## src/rtl/div_pkg.sv

```systemverilog
// Shared types and constants for the iterative divider.
// Op encoding, FSM states and default operand width.
package div_pkg;

  localparam int DIV_WIDTH = 32;

  typedef enum logic [1:0] {
    OP_DIV  = 2'b00,
    OP_DIVU = 2'b01,
    OP_REM  = 2'b10,
    OP_REMU = 2'b11
  } op_e;

  typedef enum logic [1:0] {
    S_IDLE = 2'b00,
    S_BUSY = 2'b01,
    S_DONE = 2'b10
  } state_e;

endpackage

```

## src/rtl/full_subtractor1bit.sv

```systemverilog
// One-bit full subtractor cell: diff = a - b - b_in.
// Ports: i_a, i_b, i_b_in (borrow in), o_diff, o_b_out (borrow out).
module full_subtractor1bit (
  input  logic i_a,
  input  logic i_b,
  input  logic i_b_in,
  output logic o_diff,
  output logic o_b_out
);

  assign o_diff  = i_a ^ i_b ^ i_b_in;
  assign o_b_out = (~i_a & i_b) | (~(i_a ^ i_b) & i_b_in);

endmodule

```

## src/rtl/divider_iterative.sv

```systemverilog
// Restoring divider for DIV/DIVU/REM/REMU, one quotient bit per clock.
// Ports: i_clk, i_reset, i_start/i_op/i_dividend/i_divisor in; o_ready, o_valid, o_result out.
module divider_iterative
  import div_pkg::*;
#(
  parameter int WIDTH = DIV_WIDTH
) (
  input  logic             i_clk,
  input  logic             i_reset,
  input  logic             i_start,
  input  logic [1:0]       i_op,
  input  logic [WIDTH-1:0] i_dividend,
  input  logic [WIDTH-1:0] i_divisor,
  output logic             o_ready,
  output logic             o_valid,
  output logic [WIDTH-1:0] o_result
);

  localparam int CW = $clog2(WIDTH);
  localparam logic [WIDTH-1:0] MIN_NEG = {1'b1, {(WIDTH-1){1'b0}}};

  state_e           state_q, state_d;
  op_e              op_q, op_d;
  logic [CW-1:0]    cnt_q, cnt_d;
  logic [WIDTH-1:0] rem_q, rem_d;
  logic [WIDTH-1:0] quo_q, quo_d;
  logic [WIDTH-1:0] dvs_q, dvs_d;
  logic [WIDTH-1:0] res_q, res_d;
  logic             negq_q, negq_d;
  logic             negr_q, negr_d;
  logic             vld_q, vld_d;

  // Trial subtraction is WIDTH+1 wide: the shifted partial
  // remainder can exceed 2^WIDTH-1 for large unsigned divisors.
  logic [WIDTH:0]   ta, tb, tdiff;
  logic [WIDTH+1:0] brw;
  logic             borrow;

  assign ta     = {rem_q, quo_q[WIDTH-1]};
  assign tb     = {1'b0, dvs_q};
  assign brw[0] = 1'b0;
  assign borrow = brw[WIDTH+1];

  for (genvar gi = 0; gi <= WIDTH; gi++) begin : g_sub
    full_subtractor1bit u_fs (
      .i_a    (ta[gi]),
      .i_b    (tb[gi]),
      .i_b_in (brw[gi]),
      .o_diff (tdiff[gi]),
      .o_b_out(brw[gi+1])
    );
  end

  logic             is_sgn, a_neg, b_neg;
  logic [WIDTH-1:0] a_mag, b_mag;
  logic [WIDTH-1:0] step_rem, step_quo;
  logic [WIDTH-1:0] fin_rem, fin_quo;

  assign is_sgn = ~i_op[0];
  assign a_neg  = is_sgn & i_dividend[WIDTH-1];
  assign b_neg  = is_sgn & i_divisor[WIDTH-1];
  assign a_mag  = a_neg ? -i_dividend : i_dividend;
  assign b_mag  = b_neg ? -i_divisor : i_divisor;

  assign step_rem = borrow ? ta[WIDTH-1:0] : tdiff[WIDTH-1:0];
  assign step_quo = {quo_q[WIDTH-2:0], ~borrow};
  assign fin_rem  = negr_q ? -step_rem : step_rem;
  assign fin_quo  = negq_q ? -step_quo : step_quo;

  always_comb begin
    state_d = state_q;
    op_d    = op_q;
    cnt_d   = cnt_q;
    rem_d   = rem_q;
    quo_d   = quo_q;
    dvs_d   = dvs_q;
    res_d   = res_q;
    negq_d  = negq_q;
    negr_d  = negr_q;
    vld_d   = 1'b0;
    unique case (state_q)
      S_IDLE: begin
        if (i_start) begin
          op_d   = op_e'(i_op);
          rem_d  = '0;
          quo_d  = a_mag;
          dvs_d  = b_mag;
          negq_d = a_neg ^ b_neg;
          negr_d = a_neg;
          cnt_d  = '0;
          if (i_divisor == '0) begin
            state_d = S_DONE;
            vld_d   = 1'b1;
            res_d   = i_op[1] ? i_dividend : '1;
          end else if (is_sgn && i_dividend == MIN_NEG
                       && i_divisor == '1) begin
            state_d = S_DONE;
            vld_d   = 1'b1;
            res_d   = i_op[1] ? '0 : MIN_NEG;
          end else begin
            state_d = S_BUSY;
          end
        end
      end
      S_BUSY: begin
        rem_d = step_rem;
        quo_d = step_quo;
        cnt_d = cnt_q + 1'b1;
        if (cnt_q == CW'(WIDTH-1)) begin
          state_d = S_DONE;
          vld_d   = 1'b1;
          res_d   = op_q[1] ? fin_rem : fin_quo;
        end
      end
      S_DONE: state_d = S_IDLE;
      default: state_d = S_IDLE;
    endcase
  end

  always_ff @(posedge i_clk or posedge i_reset) begin
    if (i_reset) begin
      state_q <= S_IDLE;
      op_q    <= OP_DIV;
      cnt_q   <= '0;
      rem_q   <= '0;
      quo_q   <= '0;
      dvs_q   <= '0;
      res_q   <= '0;
      negq_q  <= 1'b0;
      negr_q  <= 1'b0;
      vld_q   <= 1'b0;
    end else begin
      state_q <= state_d;
      op_q    <= op_d;
      cnt_q   <= cnt_d;
      rem_q   <= rem_d;
      quo_q   <= quo_d;
      dvs_q   <= dvs_d;
      res_q   <= res_d;
      negq_q  <= negq_d;
      negr_q  <= negr_d;
      vld_q   <= vld_d;
    end
  end

  assign o_ready  = (state_q == S_IDLE);
  assign o_valid  = vld_q;
  assign o_result = res_q;

endmodule

```

## config.mk

```make
export PLATFORM = sky130hd
export DESIGN_NAME = divider_iterative
export DESIGN_NICKNAME = d
export VERILOG_FILES = /design/src/rtl/div_pkg.sv /design/src/rtl/full_subtractor1bit.sv /design/src/rtl/divider_iterative.sv
export SDC_FILE = /design/constraint.sdc
export NUM_CORES = 1
export LEC_CHECK = 0
export BUFFER_PORTS_ARGS = -buffer_cell sky130_fd_sc_hd__buf_2
export CORE_MARGIN = 1
export CORE_UTILIZATION = 50
export CTS_BUF_LIST = sky130_fd_sc_hd__clkbuf_4 sky130_fd_sc_hd__clkbuf_8 sky130_fd_sc_hd__clkbuf_16
export DETAILED_ROUTE_END_ITERATION = 7
export PLACE_DENSITY = 0.72
export SLEW_MARGIN = 15
export SYNTH_ARGS = -nofsm -noshare
export SYNTH_HDL_FRONTEND = slang
export SYNTH_SLANG_ARGS = --single-unit
```

## constraint.sdc

```tcl
create_clock -name i_clk -period 17.1 [get_ports i_clk]
set_input_delay 3.42 -clock i_clk [delete_from_list [all_inputs] [get_ports i_clk]]
set_output_delay 3.42 -clock i_clk [all_outputs]
set_load 0.03 [all_outputs]
```

[Word-level counts from Yosys, hierarchy flattened]
Index checks and enable logic that the tools add are counted.
Word-level totals
  register bits: 140
  bits in latches: 0
  bits in writable memories: 0
  memory bits (read-only): 0
  input port bits: 69
  output and inout port bits: 34
  word-level logic and storage cells: 287
  memories: 0
Operators by class
  add/sub/neg operators: 5
  multiply operators: 0
  divide/modulo/power cells: 0
  order comparisons: 0
  equal/unequal tests: 7
  shifts and indexed selects: 0
  mux-type cells: 29
  bitwise logic cells: 227
  reduce and logical (&&, ||, !) cells: 9
Operator list (number)
  $mux 32: 14
  $pmux 32 s2: 3
  $neg 32->32: 4
  $and 1x1->1: 66
  $not 1->1: 66
  $eq 32x32->1 const B: 2
  $xor 1x1->1: 64
  $logic_not 32->1: 1
  $or 1x1->1: 31
  $pmux 5 s2: 1
  $mux 2: 4
  $reduce_and 2->1: 3
  $add 5x1->5 const B: 1
  $eq 5x5->1 const B: 1
  $mux 5: 1
  $mux 1: 4
  $ne 2x2->1 const B: 2
  $pmux 2 s2: 1
  $reduce_and 4->1: 1
  $ne 3x1->1 const B: 1
  $eq 2x1->1 const B: 1
  $logic_and 1x1->1: 2
  $logic_not 2->1: 1
  $pmux 1 s2: 1
  $reduce_bool 2->1: 1

[Longest topological paths before layout]
Gate-level depths: netlist (run 1).
  word-level depth: 71
  depth in mapped cells: 49
  mapped depth without buffers: 47

[Cells and area by module]
Synthesis (run 1) repeated with hierarchy kept, for this count alone.
Second synthesis, totals
  cell total of the unflattened synthesis: 1251
  area total of the unflattened synthesis: 10440.0 µm²
By module, submodules not included
  divider_iterative: instances 1, cells each 1130, area an instance 9449.1 µm², sequential area each 3478.3 µm²
  full_subtractor1bit at g_sub[0].u_fs ...: instances 22, cells each 4, area an instance 31.3 µm², sequential area each 0.0 µm²
  full_subtractor1bit at g_sub[2].u_fs ...: instances 11, cells each 3, area an instance 27.5 µm², sequential area each 0.0 µm²

[Worst setup path after synthesis (run 1)]
OpenSTA, ideal clock, no wires.
  path type: reg-to-reg
  from: register quo_q[31]
  to: register res_q[8], in the netlist o_result[8]
  arrival time: 15.027 ns
  required time: 16.975 ns
  setup slack: 1.948 ns
  cell stages (with the launch flop): 50
  period minus slack after synthesis: 15.152 ns
  cells stage by stage: dfrtp_1 inv_1 ha_1 inv_1 fa_1 fa_1 fa_1 fa_1 fa_1 fa_1 fa_1 fa_1 fa_1 fa_1 fa_1 fa_1 fa_1 fa_1 [14 not listed] fa_1 inv_1 fa_1 inv_1 fa_1 or2_1 buf_4 inv_2 buf_2 buf_2 ha_1 or4b_2 o41ai_1 xor2_1 nor2_1 a21oi_1 o22ai_1 mux2_2
On the way
  cells in the longest elaborated chain, start to end: 71
Ends and longest elaborated chain
  start: declaration: line divider_iterative.sv:26  | logic [WIDTH-1:0] quo_q, quo_d;
  start signal: assignment: line divider_iterative.sv:137  | quo_q <= quo_d;
  $not 1->1: line full_subtractor1bit.sv:12  | assign o_b_out = (~i_a & i_b) | (~(i_a ^ i_b) & i_b_in);
  $and 1x1->1 (2 in a row): line full_subtractor1bit.sv:12
  $or 1x1->1: line full_subtractor1bit.sv:12
  $and 1x1->1: line full_subtractor1bit.sv:12
  $or 1x1->1: line full_subtractor1bit.sv:12
  $and 1x1->1: line full_subtractor1bit.sv:12
  $or 1x1->1: line full_subtractor1bit.sv:12
  $and 1x1->1: line full_subtractor1bit.sv:12
  [54 not listed]
  $or 1x1->1: line full_subtractor1bit.sv:12
  $and 1x1->1: line full_subtractor1bit.sv:12
  $mux 32 or $not 1->1 (tied branches): line divider_iterative.sv:65, divider_iterative.sv:66
  $neg 32->32, on equally long branches: line divider_iterative.sv:67, divider_iterative.sv:68
  $mux 32, on equally long branches: line divider_iterative.sv:67, divider_iterative.sv:68
  $mux 32 *: line divider_iterative.sv:112  | res_d = op_q[1] ? fin_rem : fin_quo;
  $mux 32 *: line divider_iterative.sv:109  | if (cnt_q == CW'(WIDTH-1)) begin
  $pmux 32 s2 *: line divider_iterative.sv:81  | unique case (state_q)
  end signal: assignment: line divider_iterative.sv:139  | res_q <= res_d;
  end: declaration: line divider_iterative.sv:28  | logic [WIDTH-1:0] res_q, res_d;
Mark *: on every way between the ends. The rest lies on a longest branch, timed or not. The select of a mux whose other input is x is not followed.
A chain may end at the register's enable or synchronous reset.

[Final worst setup path (run 1)]
  from: register quo_q[31]
  to: register res_q[26], in the netlist o_result[26]
Same word-level chain as after synthesis.

==> results of run 1 <==
-- power groups by stage --
stage | logic (mW) | clock network, mW | registers [mW]
floorplan | 1.18 | 0 | 0.653
global placement | 1.61 | 0 | 0.672
detailed placement | 1.63 | 0 | 0.674
CTS | 1.64 | 0.375 | 0.671
global route | 1.83 | 0.392 | 0.699
finish | 1.67 | 0.375 | 0.677
-- placed cells by master, fill, tap and decap left out, drive strengths merged, types with 4 or more instances in the layout --
cell    netlist  routed
o22ai         7       7
a31oi        22      22
nor3         22      22
o21a          4       4
ha            8       8
nand2b       10      10
dfrtp       139     139
or4          12      12
fa           31      31
nor2         91      91
o211ai       14      14
clkbuf       63      19
a22oi        33      33
o21ai       158     158
or3          14      14
xor2         43      43
xnor2        64      64
and3          5       5
buf          15     115
inv          59      64
mux2i        30      30
mux2          4       4
nand4        15      15
a211oi        5       5
nor4         39      39
nand3        42      42
or2           4       4
nand2        93      93
o221ai        7       7
o31ai        25      25
nor2b         4       4
nor4b         4       4
a21oi        67      67
clkinv        0       5
o41ai        17      17
-- flip-flops by register name, indices dropped and copies added (netlist names), 2 cells and up --
signal / flops
quo_q: 32
dvs_q: 32
o_result: 32
rem_q: 32
cnt_q: 5
state_q: 2
-- per-stage QoR --
step	util	area (um^2)	cells
after floorplan	-	10300	1209
after global placement	0.542	10900	1516
after detailed placement	0.542	10900	1516
after CTS	0.571	11500	1548
after global routing	0.571	11500	1548
final	0.571	11500	1549
-- synthesized netlist by cell type (15+ instances only) --
cell                       count  area (um^2)
sky130_fd_sc_hd__nor3_1       21          105
sky130_fd_sc_hd__xor2_1       43          377
sky130_fd_sc_hd__nor2_1       91          342
sky130_fd_sc_hd__a21oi_1      66          330
sky130_fd_sc_hd__nand4_1      15         93.8
sky130_fd_sc_hd__clkbuf_1     63          236
sky130_fd_sc_hd__nor4_1       39          244
sky130_fd_sc_hd__mux2i_1      30          300
sky130_fd_sc_hd__nand3_1      41          205
sky130_fd_sc_hd__fa_1         31          621
sky130_fd_sc_hd__inv_1        56          210
sky130_fd_sc_hd__xnor2_1      64          561
sky130_fd_sc_hd__nand2_1      93          349
sky130_fd_sc_hd__a22oi_1      33          248
sky130_fd_sc_hd__o21ai_0     156          781
sky130_fd_sc_hd__a31oi_1      22          138
sky130_fd_sc_hd__dfrtp_1     139         3480
sky130_fd_sc_hd__o31ai_1      25          188
-- worst max-delay path by stage --
stage                               end  cells past startpoint  slack (ps)
4_1_cts        o_result[28]$_DFFE_PP0P_                     46        1420
6_report       o_result[26]$_DFFE_PP0P_                     46        1260
5_1_grt        o_result[26]$_DFFE_PP0P_                     46         570
3_3_place_gp   o_result[30]$_DFFE_PP0P_                     46        1750
2_1_floorplan   o_result[8]$_DFFE_PP0P_                     49        1950
3_5_place_dp   o_result[28]$_DFFE_PP0P_                     46        1420
-- logic make-up after synthesis --
family	Yosys count	synth area share
buffers and inverters	137	0.0531
flip-flops	139	0.339
XOR/XNOR	107	0.0913
adder cells (fa/ha/maj)	39	0.0702
multiplexers	34	0.0336
AND/OR/NAND/NOR	369	0.180
AO/OA/AOI/OAI	384	0.233
-- routing by layer --
metal	vias to the layer above	global-route usage
met3	76	0.0560
met5	-	0
li1	4517	-
met4	0	0.119
met1	4768	0.439
met2	517	0.485
-- area by class of cell --
type                       instances  area [um^2]
inverter                          59          226
timing repair buffer             115          608
multi-input combinational        933         6280
tap                              270          338
clock inverter                    13          133
fill                            1861         8650
antenna                            1         2.50
sequential                       139         3480
clock buffer                      19          453
-- tightest hold or removal path, stage by stage, from the launching register on --
cell                      delay [ps]
sky130_fd_sc_hd__dfrtp_1         340
sky130_fd_sc_hd__nand2_1          40
sky130_fd_sc_hd__o21ai_0          60
==> run summary, run 1 <==
depth of the worst hold-timing path = 2
Worst Hold Launch = dvs_q[21]$_DFFE_PP0P_
clock tree from TritonCTS = built
worst setup path category = reg -> reg
post-DR vias/cell = 6.38
Place WS = 1420 ps
pin count of the biggest net entering global routing = 93
critical path required time = 17,430 ps
beginning of the worst register-to-register path = quo_q[31]$_DFFE_PP0P_
sequential cell area fraction in the yosys report = 0.339
deepest clock path buffer count = 2
average cell area after synthesis = 8.49 um^2
overall routing resource usage = 0.314
growth of design area from synthesis to finish = 12.1%
category of the worst setup path launch point = register
share of flip-flops with an asynchronous set or reset after synthesis = 1.00
Post CTS Setup Buffer Count = 0
met2 layer wire length in the routed design = 14,700 um
hold violation count in the final report = 0
initial antenna violation count = 1
largest driver fanout on the critical path = 25
cell count after synthesis = 1,209
Post-Syn Nets = 1,317
total of endpoints with negative setup slack in the final report = 0
crit path time final = 15,840 ps
Power, Total = 2.72 mW
fraction of final layout cells sized beyond drive strength 1 = 0.140
most common flop cell mapped by yosys = sky130_fd_sc_hd__dfrtp_1
sequential power share = 0.249
Max IR drop VDD = 108 uV
Highest Clock Rate = 0.0631 GHz
H-Tree Level Count = 4
flop-to-flop setup slack = 1260 ps
number of top-level pins = 103
setup TNS = 0 ps
run status = finished, final reports clean
total number of nets in the final design = 1,373
HP Class = reg -> reg
total grt overflow = 0
Initial DRT Pass Iterations = 7
Clock Sink Count = 139
synthesis warning total = 0
kind of cell adding the most delay to the critical path = adder cells
actual slew at the worst max-slew pin = 958 ps
CTS root buf = sky130_fd_sc_hd__clkbuf_16
routed via count = 9,878
number of hold-repair buffers added at the cts stage = 0
critical path arrival = 16,180 ps
wire length of the first global-routing pass = 51,800 um
start point of the critical path = quo_q[31]$_DFFE_PP0P_
Initial DRC Count = 1,258
reg-to-reg endpoint = o_result[26]$_DFFE_PP0P_
largest incremental delay on the critical path = 720 ps
die outline height = 145 um
max-cap violations = 0
remaining antenna violation count after routing = 0
internal power contribution = 1.32 mW
worst clock skew on the final layout = 13.3 ps
synthesized area = 10,300 um^2
Critical Path Sink Type = register
count of unique library cells instantiated by Yosys = 70
unrepaired setup endpoints after global routing = no
depth of the most critical reg-to-reg path = 46
CP most frequent cell = sky130_fd_sc_hd__fa_1
count of buffer and inverter cells on the critical path = 5
share of total power in the clock network = 0.138
max-slew violation count = 0
horizontal extent of the die = 145 um
number of cell rows = 52
Top Layer Used = met4
final worst-path setup slack = 1260 ps
die footprint = 21,100 um^2
final weighted congestion of routability-driven global placement = 0.929
core box area = 20,200 um^2
Initial Util = 0.509
final routed wirelength across all metal layers = 32,200 um
leakage component of the power = 4.63 nW
power density cells = 236 nW/um^2
Worst Hold Slack = 479 ps
number of I/O port buffers = 102
worst-case headroom to the max-slew limit = 0.360
clock slew at the register clock pins of the worst setup and hold paths = 70 ps
switching fraction of total power = 0.516
post-synthesis sequential element count = 139
TritonCTS Buffers = 17
count of flip-flops with a built-in enable after synthesis = 0
Switching Power = 1.40 mW
total length of routed met3 wires = 2960 um
detailed-placement wirelength estimate = 23,200 um
share of the clock period used by the worst path = 0.927
standard cell with the maximum stage delay on the critical path = sky130_fd_sc_hd__fa_1
total routed wire length on the met1 layer = 13,600 um
post-cts repair resize count = 0
hold-critical path endpoint = dvs_q[21]$_DFFE_PP0P_
total DRC errors in the routed layout = 0
number of global-route vias before repair = 9,283
Routed wire per std cell = 20.8 um
latest clock arrival within the worst-skew pair = 450 ps
share of total power in combinational logic = 0.613
(Power assumes the default switching activity.)
==> inputs of run 2 (changes only) <==
--- a/config.mk
+++ b/config.mk
@@ -11,6 +11,7 @@
 export CTS_BUF_LIST = sky130_fd_sc_hd__clkbuf_4 sky130_fd_sc_hd__clkbuf_8 sky130_fd_sc_hd__clkbuf_16
 export DETAILED_ROUTE_END_ITERATION = 7
 export PLACE_DENSITY = 0.72
+export REMOVE_ABC_BUFFERS = 1
 export SLEW_MARGIN = 15
 export SYNTH_ARGS = -nofsm -noshare
 export SYNTH_HDL_FRONTEND = slang
==> run 2 against run 1 <==
Non-clock buffer count unchanged. Worst setup slack gained 100 ps. Design area up 0.61%. Global-route usage is 2.1 points lower. Register-to-register slack gained 100 ps. Clock power up 13%. Maximum frequency is 0.63% higher. Wire length shrank 5.9%. Via count down 1.6%.
==> run summary, run 2 (same netlist as run 1, synthesis figures left out) <==
number of I/O port buffers = 102 (unchanged)
setup TNS = 0 ps (unchanged)
total of endpoints with negative setup slack in the final report = 0 (unchanged)
share of the clock period used by the worst path = 0.921 (-0.00582)
Max IR drop VDD = 155 uV (+44%)
remaining antenna violation count after routing = 0 (unchanged)
beginning of the worst register-to-register path = quo_q[31]$_DFFE_PP0P_
Worst Hold Slack = 481 ps (+1.75 ps)
growth of design area from synthesis to finish = 12.8%
final routed wirelength across all metal layers = 30,300 um (-5.9%)
Initial Util = 0.509 (unchanged)
most common cell after layout, fill and taps aside = sky130_fd_sc_hd__o21ai_0
HP Class = reg -> reg
highest-count cells in the layout ignoring fill and taps = sky130_fd_sc_hd__o21ai_0 (156), sky130_fd_sc_hd__dfrtp_1 (139), sky130_fd_sc_hd__buf_2 (102)
total number of nets in the final design = 1,373 (unchanged)
core box area = 20,200 um^2 (unchanged)
Clock Sink Count = 139 (unchanged)
horizontal extent of the die = 145 um (unchanged)
pin count of the biggest net entering global routing = 101 (+8.6%)
run status = finished, final reports clean
Initial DRC Count = 966 (-23%)
max-cap violations = 0 (unchanged)
total grt overflow = 0 (unchanged)
CTS root buf = sky130_fd_sc_hd__clkbuf_16
start point of the critical path = quo_q[31]$_DFFE_PP0P_
H-Tree Level Count = 4 (unchanged)
CP most frequent cell = sky130_fd_sc_hd__fa_1
deepest clock path buffer count = 2 (unchanged)
wire length of the first global-routing pass = 49,000 um (-5.5%)
largest incremental delay on the critical path = 460 ps (-260 ps)
number of top-level pins = 103 (unchanged)
post-DR vias/cell = 6.28 (-1.6%)
reg-to-reg endpoint = o_result[26]$_DFFE_PP0P_
Post CTS Setup Buffer Count = 0 (unchanged)
final weighted congestion of routability-driven global placement = 0.914 (-1.6%)
worst-case headroom to the max-slew limit = 0.315 (-0.0444)
depth of the most critical reg-to-reg path = 47 (+2.2%)
crit path time final = 15,740 ps (-99.5 ps)
TritonCTS Buffers = 17 (unchanged)
max-slew violation count = 0 (unchanged)
Initial DRT Pass Iterations = 5 (-2)
worst clock skew on the final layout = 10.7 ps (-2.59 ps)
category of the worst setup path launch point = register
number of cell rows = 52 (unchanged)
initial antenna violation count = 1 (unchanged)
detailed-placement wirelength estimate = 21,800 um (-6.0%)
power density cells = 236 nW/um^2 (-0.10%)
unrepaired setup endpoints after global routing = no
critical path arrival = 16,060 ps (-120 ps)
fraction of final layout cells sized beyond drive strength 1 = 0.139 (-0.000782)
clock slew at the register clock pins of the worst setup and hold paths = 70 ps (about the same)
CP Capture Point = o_result[26]$_DFFE_PP0P_
flop-to-flop setup slack = 1360 ps (+100 ps)
number of global-route vias before repair = 9,485 (+2.2%)
critical path required time = 17,420 ps (about the same)
diodes inserted = 0 (-1)
routed via count = 9,718 (-1.6%)
Critical Path Sink Type = register
Highest Clock Rate = 0.0635 GHz (+0.63%)
largest driver fanout on the critical path = 25 (unchanged)
number of hold-repair buffers added at the cts stage = 0 (unchanged)
actual slew at the worst max-slew pin = 1020 ps (+66.5 ps)
standard cell with the maximum stage delay on the critical path = sky130_fd_sc_hd__or3_1
latest clock arrival within the worst-skew pair = 430 ps (-20 ps)
hold violation count in the final report = 0 (unchanged)
Routed wire per std cell = 19.6 um (-5.8%)
clock tree from TritonCTS = built
die outline height = 145 um (unchanged)
worst setup path category = reg -> reg
leakage component of the power = 4.68 nW (+0.91%)
overall routing resource usage = 0.293 (-0.0206)
Filler cells = 1,869 (+0.43%)
post-cts repair resize count = 0 (unchanged)
total DRC errors in the routed layout = 0 (unchanged)
die footprint = 21,100 um^2 (unchanged)
==> run 2: metrics by stage <==
step | utilization | instances | worst slack [ps] | cell area [um^2] | power, mW
6_report | 0.574 | 1548 | 1360 | 11600 | 2.73
5_1_grt | 0.574 | 1548 | 769 | 11600 | 2.95
4_1_cts | 0.574 | 1548 | 1440 | 11600 | 2.71
3_5_place_dp | 0.541 | 1516 | 1470 | 10900 | 2.29
3_3_place_gp | 0.541 | 1516 | 1810 | 10900 | 2.25
2_1_floorplan | - | 1131 | 1040 | 9940 | 1.81
==> run 2: worst max-delay path, delay by kind of cell, from the launching register on <==
family	cells	cell delay (ps)
DFF	1	410
AOI/OAI and AO/OA	3	490
adders and majority gates	33	12240
buffers and inverters	6	830
and+or+nand+nor	5	1670
==> run 2: power breakdown <==
part	internal, mW	total [mW]	leakage (nW)	switching (mW)
clock network	0.272	0.422	0.325	0.150
registers	0.487	0.671	1.72	0.184
logic	0.619	1.64	2.64	1.02
total	1.38	2.73	4.68	1.35
==> run 2: cell type report <==
class                      instances  area [um^2]  area share
clock inverter                    10          189      0.0163
sequential                       139         3480       0.300
timing repair buffer             115          608      0.0525
multi-input combinational        933         6270       0.541
clock buffer                      22          475      0.0410
tap                              270          338      0.0292
inverter                          59          226      0.0195
==> run 2: per-layer routing <==
layer / vias to the layer above / part of all wire / global-route usage
met1: 4750 / 0.42 / 0.377
met3: 76 / 0.070 / 0.0654
met4: 2 / 0.038 / 0.135
met5: - / 0.00036 / 0
li1: 4512 / - / -
met2: 378 / 0.47 / 0.472
==> run 2: how the worst min path moves through the flow <==
stage / start / to / slack, ps / cells past startpoint
global placement: o_result[5]$_DFFE_PP0P_ / o_result[5]$_DFFE_PP0P_ / 460 / 2
detailed placement: dvs_q[12]$_DFFE_PP0P_ / dvs_q[12]$_DFFE_PP0P_ / 470 / 2
CTS: dvs_q[12]$_DFFE_PP0P_ / dvs_q[12]$_DFFE_PP0P_ / 480 / 2
floorplan: cnt_q[3]$_DFFE_PP0P_ / cnt_q[3]$_DFFE_PP0P_ / 450 / 1
finish: dvs_q[12]$_DFFE_PP0P_ / dvs_q[12]$_DFFE_PP0P_ / 480 / 2
global route: dvs_q[24]$_DFFE_PP0P_ / dvs_q[24]$_DFFE_PP0P_ / 510 / 2
==> inputs of run 3 (changes only) <==
--- a/config.mk
+++ b/config.mk
@@ -5,8 +5,8 @@
 export SDC_FILE = /design/constraint.sdc
 export NUM_CORES = 1
 export LEC_CHECK = 0
+export ABC_AREA = 1
 export BUFFER_PORTS_ARGS = -buffer_cell sky130_fd_sc_hd__buf_2
-export CORE_MARGIN = 1
 export CORE_UTILIZATION = 50
 export CTS_BUF_LIST = sky130_fd_sc_hd__clkbuf_4 sky130_fd_sc_hd__clkbuf_8 sky130_fd_sc_hd__clkbuf_16
 export DETAILED_ROUTE_END_ITERATION = 7
==> run 3 against run 2 <==
Clock skew decreased by 3.5 ps. Sequential power decreased by 7.0%. First-iteration DRC count increased by 3.9%. Clock power decreased by 12%. Maximum frequency increased by 2.8%. Die area increased by 5.9%. Largest cell class unchanged.
==> run summary, run 3 <==
post-DR vias/cell = 5.66 (-9.9%)
top cells by instance count after synthesis = sky130_fd_sc_hd__nand2_1 (477), sky130_fd_sc_hd__nor2_1 (165), sky130_fd_sc_hd__inv_1 (163), sky130_fd_sc_hd__o21ai_0 (161), sky130_fd_sc_hd__dfrtp_1 (139)
multi-input gate area in the final layout = 6460 um^2 (+3.0%)
worst-case headroom to the max-slew limit = 0.435 (+0.119)
leakage component of the power = 5.92 nW (+27%)
share of flip-flops with an asynchronous set or reset after synthesis = 1.00 (unchanged)
Max IR drop VDD = 164 uV (+5.8%)
unrepaired setup endpoints after global routing = no
proportion of netlist area held by the largest area contributor = 0.320 (-0.0190)
total number of nets in the final design = 1,788 (+30%)
total placed cells including tap cells = 1,936 (+28%)
growth of design area from synthesis to finish = 11.4%
kind of cell adding the most delay to the critical path = adder cells
Power, Total = 2.92 mW (+6.7%)
largest incremental delay on the critical path = 560 ps (+100 ps)
die outline height = 150 um (+2.9%)
deepest clock path buffer count = 2 (unchanged)
largest driver fanout on the critical path = 30 (+20%)
total DRC errors in the routed layout = 0 (unchanged)
TritonCTS Buffers = 17 (unchanged)
Initial Util = 0.514 (+0.00522)
cell area after layout = 12,100 um^2 (+4.6%)
Final Util = 0.573 (-0.00148)
number of top-level pins = 103 (unchanged)
number of global-route vias before repair = 10,500 (+10%)
worst clock skew on the final layout = 7.21 ps (-3.52 ps)
setup TNS = 0 ps (unchanged)
critical path required time = 17,430 ps (about the same)
crit path time final = 15,310 ps (-436 ps)
core box area = 21,200 um^2 (+4.9%)
number of cell rows = 53 (+1.9%)
horizontal extent of the die = 150 um (+2.9%)
max-slew violation count = 0 (unchanged)
final routed wirelength across all metal layers = 32,200 um (+6.2%)
Routed wire per std cell = 16.4 um (-17%)
synthesis warning total = 0 (unchanged)
clock slew at the register clock pins of the worst setup and hold paths = 60 ps (about the same)
Initial DRC Count = 1,004 (+3.9%)
cell count after synthesis = 1,614 (+33%)
HP Class = reg -> reg
standard cell with the maximum stage delay on the critical path = sky130_fd_sc_hd__nor2_4
cell accounting for the most synthesized area = sky130_fd_sc_hd__dfrtp_1
count of unique library cells instantiated by Yosys = 47 (-33%)
total of endpoints with negative setup slack in the final report = 0 (unchanged)
leading cell types by total area after synthesis = sky130_fd_sc_hd__dfrtp_1 (32%), sky130_fd_sc_hd__nand2_1 (16%), sky130_fd_sc_hd__o21ai_0 (7.4%)
Seq. cell area = 3480 um^2 (unchanged)
Post CTS Setup Buffer Count = 0 (unchanged)
Clock Sink Count = 139 (unchanged)
initial antenna violation count = 1 (unchanged)
post-synthesis sequential element count = 139 (unchanged)
Filler cells = 2,026 (+8.4%)
latest clock arrival within the worst-skew pair = 430 ps (about the same)
number of hold-repair buffers added at the cts stage = 0 (unchanged)
placed standard-cell area = 11,500 um^2 (+5.7%)
highest-count cells in the layout ignoring fill and taps = sky130_fd_sc_hd__nand2_1 (476), sky130_fd_sc_hd__nor2_1 (162), sky130_fd_sc_hd__inv_1 (162)
most common flop cell mapped by yosys = sky130_fd_sc_hd__dfrtp_1
remaining antenna violation count after routing = 0 (unchanged)
category of the worst setup path launch point = register
worst setup path category = reg -> reg
routed via count = 11,100 (+15%)
fraction of final layout cells sized beyond drive strength 1 = 0.116 (-0.0235)
critical path arrival = 15,640 ps (-420 ps)
wire length of the first global-routing pass = 52,300 um (+6.8%)
most frequent cell after synthesis = sky130_fd_sc_hd__nand2_1
run status = finished, final reports clean
count of buffer and inverter cells on the critical path = 4 (-2)
CTS root buf = sky130_fd_sc_hd__clkbuf_16
overall routing resource usage = 0.302 (+0.00917)
pin count of the biggest net entering global routing = 90 (-11%)
total grt overflow = 0 (unchanged)
H-Tree Level Count = 4 (unchanged)
number of standard cells in the layout, taps in and fillers out = 1,969 (+27%)
Initial DRT Pass Iterations = 5 (unchanged)
Highest Clock Rate = 0.0653 GHz (+2.8%)
detailed-placement wirelength estimate = 22,800 um (+5.0%)
sequential cell area fraction in the yosys report = 0.320 (-0.0190)
average cell area after synthesis = 6.74 um^2 (-21%)
number of I/O port buffers = 102 (unchanged)
clock tree from TritonCTS = built
most common cell after layout, fill and taps aside = sky130_fd_sc_hd__nand2_1
actual slew at the worst max-slew pin = 848 ps (-177 ps)
power density cells = 241 nW/um^2 (+2.0%)
post-cts repair resize count = 0 (unchanged)
final weighted congestion of routability-driven global placement = 0.921 (+0.77%)
share of the clock period used by the worst path = 0.895 (-0.0255)
max-cap violations = 0 (unchanged)
synthesized area = 10,900 um^2 (+6.0%)
hold violation count in the final report = 0 (unchanged)
count of flip-flops with a built-in enable after synthesis = 0 (unchanged)
die footprint = 22,400 um^2 (+5.9%)
Critical Path Sink Type = register
CP most frequent cell = sky130_fd_sc_hd__fa_1
==> run 3: cell types whose count changed after synthesis, moves of 14 or more <==
cell / delta
sky130_fd_sc_hd__nand3_1: +84
sky130_fd_sc_hd__nor4_1: -31
sky130_fd_sc_hd__a21oi_1: -17
sky130_fd_sc_hd__mux2i_1: -29
sky130_fd_sc_hd__inv_1: +107
sky130_fd_sc_hd__nand2_1: +384
sky130_fd_sc_hd__nor2_1: +74
sky130_fd_sc_hd__a31oi_1: -16
sky130_fd_sc_hd__o31ai_1: -21
sky130_fd_sc_hd__xnor2_1: -61
sky130_fd_sc_hd__o41ai_1: -14
sky130_fd_sc_hd__clkbuf_1: -17
sky130_fd_sc_hd__o21ai_1: +16
==> run 3: report_power, final <==
part           switching, mW  internal, mW
Clock                  0.151         0.218
Sequential             0.134         0.490
Combinational           1.32         0.605
Total                   1.60          1.31
==> run 3: worst min-delay path: cells and delay by family (launching register included) <==
kind | cells | cell delay (ps)
AND/OR/NAND/NOR | 2 | 100
flip-flops | 1 | 340
==> run 3: final cells by class <==
type                       count  area share
clock inverter                13      0.0104
inverter                     171      0.0535
sequential                   139       0.287
timing repair buffer         116      0.0508
antenna                        1    0.000206
clock buffer                  19      0.0369
tap                          275      0.0284
multi-input combinational   1235       0.533
==> run 3: worst paths after layout <==
| path | to | depth (start not counted) | from | slack, ps |
|---|---|---|---|---|
| worst max-delay path | o_result[26]$_DFFE_PP0P_ | 49 | quo_q[31]$_DFFE_PP0P_ | 1790 |
| min in group asynchronous | dvs_q[2]$_DFFE_PP0P_ | 2 | i_reset | 3170 |
| max in group asynchronous | quo_q[24]$_DFFE_PP0P_ | 3 | i_reset | 12670 |
| worst max register to register | o_result[26]$_DFFE_PP0P_ | 49 | quo_q[31]$_DFFE_PP0P_ | 1790 |
| worst min register to register | o_result[3]$_DFFE_PP0P_ | 2 | o_result[3]$_DFFE_PP0P_ | 470 |
| worst min-delay path | o_result[3]$_DFFE_PP0P_ | 2 | o_result[3]$_DFFE_PP0P_ | 470 |
==> run 3: routing by layer <==
layer,wire length (um),up-vias,track usage,part of all wire
met1,13600,5226,0.392,0.42
met2,15200,444,0.494,0.47
li1,-,5402,-,-
met5,0,-,0,0
met4,1030,0,0.117,0.032
met3,2360,71,0.0610,0.073
==> run 3: cell families after synthesis <==
kind of cell,Yosys count,synth area share
fa+ha+maj,39,0.0662
xor+xnor,38,0.0306
compound gates,315,0.164
simple gates,842,0.329
buf+inv,240,0.0887
flops,139,0.320
mux,1,0.000920
==> run 3: through the flow <==
stage	setup slack (ps)	hold WS (ps)
2_1_floorplan	2550	453
3_3_place_gp	2320	457
3_5_place_dp	1870	460
4_1_cts	1800	477
5_1_grt	1130	496
6_report	1790	471
